===== src/rtl/tia_horizontal_motion_generator_pkg.sv =====
// Shared constants and helpers for the TIA horizontal motion generator:
// object indices, the HMCLR address, burst length and the compare bias.
package tia_horizontal_motion_generator_pkg;

  localparam int NUM_OBJECTS = 5;
  localparam int HMCLR_ADDR  = 5;
  localparam int NUM_STEPS   = 15;

  typedef enum logic [2:0] {
    OBJ_P0 = 3'd0,
    OBJ_P1 = 3'd1,
    OBJ_M0 = 3'd2,
    OBJ_M1 = 3'd3,
    OBJ_BL = 3'd4
  } obj_e;

  // Flipping the sign bit maps the -8..+7 motion value onto a 0..15 pulse count.
  localparam logic [3:0] HM_BIAS = 4'b1000;

  function automatic logic [3:0] hm_to_cmp(input logic [3:0] hm);
    return hm ^ HM_BIAS;
  endfunction

endpackage


===== src/rtl/tia_horizontal_motion_generator_compare.sv =====
// Per-object motion compare: enable latch armed at burst start, dropped when
// the step count reaches the object's compare value, gating one mec_bar line.
module tia_motion_compare
  import tia_horizontal_motion_generator_pkg::*;
(
  input  logic       clk,
  input  logic       reset,
  input  logic [3:0] hm_i,
  input  logic [3:0] cnt_i,
  input  logic       start_i,
  input  logic       step_i,
  output logic       mec_bar_o
);

  logic [3:0] cmp;
  logic [3:0] cnt_nxt;
  logic       en_q;

  // Compare uses the live register, so a mid-burst write can skip the match.
  assign cmp     = hm_to_cmp(hm_i);
  assign cnt_nxt = cnt_i + 4'd1;

  always_ff @(posedge clk) begin
    if (reset) begin
      en_q <= 1'b0;
    end else if (start_i) begin
      en_q <= (cmp != 4'd0);
    end else if (step_i && ((cnt_nxt == 4'(NUM_STEPS)) || (cnt_nxt == cmp))) begin
      en_q <= 1'b0;
    end
  end

  assign mec_bar_o = ~(step_i & en_q);

endmodule


===== src/rtl/tia_horizontal_motion_generator.sv =====
// HM fine-motion registers, HMOVE burst sequencing and extended-HBLANK latch;
// drives one active-low extra-clock line per movable object.
module tia_horizontal_motion_generator
  import tia_horizontal_motion_generator_pkg::*;
#(
  parameter int N_OBJ = NUM_OBJECTS
) (
  input  logic             clk,
  input  logic             reset,
  input  logic             motck,
  input  logic             hmove,
  input  logic             hblank_end,
  input  logic             wr_en,
  input  logic [2:0]       wr_addr,
  input  logic [3:0]       wr_data,
  output logic [N_OBJ-1:0] mec_bar,
  output logic             motion_active,
  output logic             hblank_ext
);

  logic [N_OBJ-1:0][3:0] hm_q, hm_d;
  logic [3:0]            cnt_q, cnt_d, cnt_nxt;
  logic                  pending_q, pending_d;
  logic                  active_q, active_d;
  logic                  hbx_q, hbx_d;
  logic                  start, step;

  // A pending restart takes priority over stepping the running burst.
  assign start   = motck & pending_q;
  assign step    = motck & active_q & ~pending_q;
  assign cnt_nxt = cnt_q + 4'd1;

  always_comb begin
    hm_d      = hm_q;
    cnt_d     = cnt_q;
    active_d  = active_q;
    pending_d = hmove | (pending_q & ~motck);
    hbx_d     = hmove | (hbx_q & ~hblank_end);
    if (wr_en) begin
      if (wr_addr == 3'(HMCLR_ADDR)) hm_d = '0;
      for (int i = 0; i < N_OBJ; i++)
        if (wr_addr == 3'(i)) hm_d[i] = wr_data;
    end
    if (start) begin
      cnt_d    = 4'd0;
      active_d = 1'b1;
    end else if (step) begin
      cnt_d = cnt_nxt;
      if (cnt_nxt == 4'(NUM_STEPS)) active_d = 1'b0;
    end
  end

  always_ff @(posedge clk) begin
    if (reset) begin
      hm_q      <= '0;
      cnt_q     <= 4'd0;
      pending_q <= 1'b0;
      active_q  <= 1'b0;
      hbx_q     <= 1'b0;
    end else begin
      hm_q      <= hm_d;
      cnt_q     <= cnt_d;
      pending_q <= pending_d;
      active_q  <= active_d;
      hbx_q     <= hbx_d;
    end
  end

  for (genvar g = 0; g < N_OBJ; g++) begin : g_obj
    tia_motion_compare u_cmp (
      .clk      (clk),
      .reset    (reset),
      .hm_i     (hm_q[g]),
      .cnt_i    (cnt_q),
      .start_i  (start),
      .step_i   (step),
      .mec_bar_o(mec_bar[g])
    );
  end

  assign motion_active = active_q;
  assign hblank_ext    = hbx_q;

endmodule


===== config.mk =====
export PLATFORM = sky130hd
export DESIGN_NAME = tia_horizontal_motion_generator
export DESIGN_NICKNAME = d
export VERILOG_FILES = /design/src/rtl/tia_horizontal_motion_generator_pkg.sv /design/src/rtl/tia_horizontal_motion_generator_compare.sv /design/src/rtl/tia_horizontal_motion_generator.sv
export SDC_FILE = /design/constraint.sdc
export NUM_CORES = 1
export LEC_CHECK = 0
export CAP_MARGIN = 0
export CORE_UTILIZATION = 45
export CTS_CLUSTER_DIAMETER = 150
export DETAILED_ROUTE_END_ITERATION = 10
export PLACE_DENSITY = 0.66
export SLEW_MARGIN = 15
export SYNTH_ARGS = -nofsm -noshare
export SYNTH_HDL_FRONTEND = slang
export SYNTH_SLANG_ARGS = --single-unit

===== constraint.sdc =====
create_clock -name clk -period 3.8 [get_ports clk]
set_input_delay 0.76 -clock clk [delete_from_list [all_inputs] [get_ports clk]]
set_output_delay 0.76 -clock clk [all_outputs]
set_load 0.01 [all_outputs]

==> impl_results.rst <==
.. list-table::
   :header-rows: 1

   * - Metric
     - Value
   * - Number of global-route vias before repair
     - 1303
   * - Startpoint kind of the worst setup timing path
     - primary input
   * - P&R area growth vs syn
     - 12.64%
   * - Post-synth cell types
     - 39
   * - Pin count of the biggest net entering global routing
     - 26
   * - Smallest hold slack
     - 479.9 ps
   * - Max VDD drop
     - 164.9 µV
   * - Port Buf Inserts
     - 19
   * - Kind of capture point of the worst setup path
     - output pin
   * - Average cell area after synthesis
     - 9.255 µm²
   * - Floorplan core area
     - 3799 µm²
   * - Drt via density
     - 5.483
   * - Cell area after synthesis
     - 1842 µm²
   * - Max-cap check violation count
     - 0
   * - Number of instances in the synthesized netlist
     - 199
   * - Die Wd
     - 65.98 µm
   * - Met3 Track Usage GR
     - 5.690%
   * - Gr usage total
     - 19.96%
   * - Share of the clock period used by the worst path after layout
     - 81.54%
   * - Share of layout cells above drive strength 1
     - 13.27%
   * - Number of levels the H-tree was split into
     - 2
   * - Sequential cell area fraction in the yosys report
     - 34.78%
   * - CTS root buf
     - sky130_fd_sc_hd__clkbuf_8
   * - Type of the tightest min-delay check
     - reg2reg
   * - Critical path arrival
     - 2340 ps
   * - Global-route wire length before repair
     - 6299 µm
   * - Setup clock skew after layout
     - 4.916 ps
   * - Shortest clock period the worst path allows after layout
     - 3098 ps
   * - Flop2flop setup slack
     - 1930 ps
   * - Net count reported at finish
     - 226
   * - Maximum count of clock buffers along a single path
     - 2
   * - Post-route ant nets
     - 0
   * - Worst-case headroom to the max-slew limit
     - 64.06%
   * - Fillers
     - 350
   * - Synthesis-stage register bit count
     - 32
   * - Met1 Use GR
     - 24.18%
   * - Starting DRT DRC Count
     - 39
   * - Antenna Diode Count
     - 0
   * - Post-CTS repair timing setup buffer count
     - 0
   * - Final standard cell count with taps included and fillers excluded
     - 259
   * - Final number of max-transition violations
     - 0
   * - Routed length per placed instance
     - 14.70 µm
   * - Pwr dens
     - 326.2 nW/µm²
   * - CTS hold repair buffers
     - 0
   * - Congestion Overflow GR
     - 0
   * - Unrepaired setup endpoints after global routing
     - no
   * - Count of final setup violators
     - 0
   * - Post-detailed-routing wire length
     - 3808 µm
   * - Post-Place Cells
     - 252
   * - Detailed Place HPWL
     - 2859 µm
   * - I/O pin count
     - 20
   * - Initial antenna violation count
     - 0
   * - Design Power
     - 0.0006768 W
   * - Setup TNS
     - 0 ps
   * - Die Area
     - 4353 µm²
   * - Number of cells upsized or downsized after cts
     - 0
   * - Leakage power summed over all cells
     - 0.7304 nW
   * - Clock tree from TritonCTS
     - done
   * - Smallest setup slack after layout
     - 701.6 ps
   * - Top Usage Layer GRT
     - met2
   * - Clock-pin slew on the worst setup and hold paths
     - 60 ps
   * - Status
     - finished, final reports clean
   * - Yosys warning count
     - 0
   * - Initial Util
     - 48.48%
   * - Post-placement worst setup slack
     - 700.9 ps
   * - Critical path data required time
     - 3040 ps
   * - Transition at the pin with the smallest max-transition slack
     - 537.5 ps
   * - Die Ht
     - 65.98 µm
   * - Fmax
     - 322.7 MHz
   * - Met2 track utilization from global routing
     - 32.65%
   * - First-pass iteration count of the detailed router
     - 4
   * - Rows
     - 22
   * - Clock network latency to the later pin of the worst-skew pair
     - 290 ps
   * - Cts bufs inserted
     - 5
   * - Nets in the synthesized netlist
     - 214
   * - Weighted congestion reported at the end of routability-driven placement
     - 0.7585
   * - Drt drc
     - 0
   * - Count of endpoints failing hold in the final timing report
     - 0
   * - Critical Path Fanout Max
     - 10
   * - Count of vias placed by the detailed router
     - 1420
   * - Clock net sink count
     - 32
   * - Critical setup path kind
     - in2out
path summary, 6_finish.rpt:
kind,from,to,cells past startpoint
worst max-delay path,motck,mec_bar[1],4
worst min-delay path,g_obj[2].u_cmp.en_q,g_obj[2].u_cmp.en_q,2
worst max register to register,cnt_q[0],g_obj[1].u_cmp.en_q,6
worst min register to register,g_obj[2].u_cmp.en_q,g_obj[2].u_cmp.en_q,2
flip-flops by register name (all words and copies together) (netlist names):
| name | flops |
|---|---|
| hblank_ext | 1 |
| hm_q | 20 |
| cnt_q | 4 |
| motion_active | 1 |
| g_obj.u_cmp.en_q | 5 |
| pending_q | 1 |
final cells by class:
type | count | area (µm²) | area share [%]
well taps | 48 | 60.06 | 2.895
multi-input cells | 138 | 1039 | 50.06
clock inverters | 2 | 12.51 | 0.6031
clock buffers | 5 | 68.82 | 3.317
repair buffers | 21 | 205.2 | 9.891
flip-flops and latches | 32 | 640.6 | 30.88
inverters | 13 | 48.80 | 2.352
worst max-delay path, cell delays in order:
cell and delay (ps):
sky130_fd_sc_hd__clkdlybuf4s50_1 560, sky130_fd_sc_hd__and3b_1 420, sky130_fd_sc_hd__nand2_1 110, sky130_fd_sc_hd__clkdlybuf4s50_1 490
through the flow:
stage	instance area, µm²	utilization (%)
floorplan	1842	-
finish	2074	54.61
detailed placement	1993	52.47
global route	2074	54.61
global placement	1993	52.47
CTS	2074	54.61
cell usage in the layout (no fill, tap or decap), drive strengths merged, types with 3 or more instances in the layout:
master and n:
a21oi 14, a22oi 12, and3b 3, clkbuf 5, clkdlybuf4s50 19, dfxtp 32, inv 13, nand2 20
nand3 5, nand3b 4, nand4b 4, nor2 19, nor3 5, o31ai 5, o41ai 5, xnor2 7
xnor3 5, xor2 12
report_power, final:
group | total (W) | leakage [nW] | internal, W | switching, W
Combinational | 0.0000753 | 0.430 | 0.0000363 | 0.0000390
Sequential | 0.000356 | 0.260 | 0.000346 | 0.00000983
Clock | 0.000246 | 0.0400 | 0.000124 | 0.000122
cells in the mapped netlist:
cell	instances	area, µm²
sky130_fd_sc_hd__a21oi_1	11	55.05
sky130_fd_sc_hd__nand3_1	5	25.02
sky130_fd_sc_hd__nor3_2	5	50.05
sky130_fd_sc_hd__a21oi_2	3	26.28
sky130_fd_sc_hd__o31ai_1	1	7.510
sky130_fd_sc_hd__buf_2	1	5.000
sky130_fd_sc_hd__dfxtp_1	32	640.6
sky130_fd_sc_hd__xnor2_2	1	16.27
sky130_fd_sc_hd__a41oi_1	1	8.760
sky130_fd_sc_hd__inv_1	13	48.80
sky130_fd_sc_hd__nand2_2	1	6.260
sky130_fd_sc_hd__xor2_1	12	105.1
sky130_fd_sc_hd__nor2_1	19	71.32
sky130_fd_sc_hd__xnor2_1	6	52.55
sky130_fd_sc_hd__a211oi_1	1	7.510
sky130_fd_sc_hd__a41oi_2	1	16.27
sky130_fd_sc_hd__a21boi_0	1	7.510
sky130_fd_sc_hd__o41ai_1	5	43.79
sky130_fd_sc_hd__a21o_1	1	7.510
sky130_fd_sc_hd__buf_4	6	45.04
sky130_fd_sc_hd__and3_1	1	6.260
sky130_fd_sc_hd__o21ai_0	2	10.01
sky130_fd_sc_hd__o31ai_2	4	50.05
sky130_fd_sc_hd__or2_2	1	6.260
sky130_fd_sc_hd__and4b_1	1	10.01
sky130_fd_sc_hd__o2111ai_1	1	8.760
sky130_fd_sc_hd__nor4b_2	1	15.01
sky130_fd_sc_hd__and3b_1	3	26.28
sky130_fd_sc_hd__nand4b_1	4	35.03
sky130_fd_sc_hd__nand3b_1	4	30.03
sky130_fd_sc_hd__a22oi_1	12	90.09
sky130_fd_sc_hd__nor2b_1	2	12.51
sky130_fd_sc_hd__and2b_4	1	10.01
sky130_fd_sc_hd__ha_1	2	25.02
sky130_fd_sc_hd__nand2_1	19	71.32
sky130_fd_sc_hd__and4bb_2	1	12.51
sky130_fd_sc_hd__buf_6	4	45.04
sky130_fd_sc_hd__xnor3_1	5	112.6
sky130_fd_sc_hd__clkbuf_1	5	18.77
kinds of logic after synthesis:
| logic type | Yosys count | synth area share [%] |
|---|---|---|
| simple gates | 68 | 21.06 |
| fa+ha+maj | 2 | 1.358 |
| compound gates | 44 | 18.41 |
| buf+inv | 29 | 8.831 |
| flops | 32 | 34.78 |
| xor+xnor | 24 | 15.56 |
layer usage:
layer | routed length (µm) | part of all wire, %
met4 | 68 | 1.8
met3 | 157 | 4.1
met5 | 0 | 0
met1 | 1716 | 45
met2 | 1866 | 49
Power figures use the tool's default switching activity.
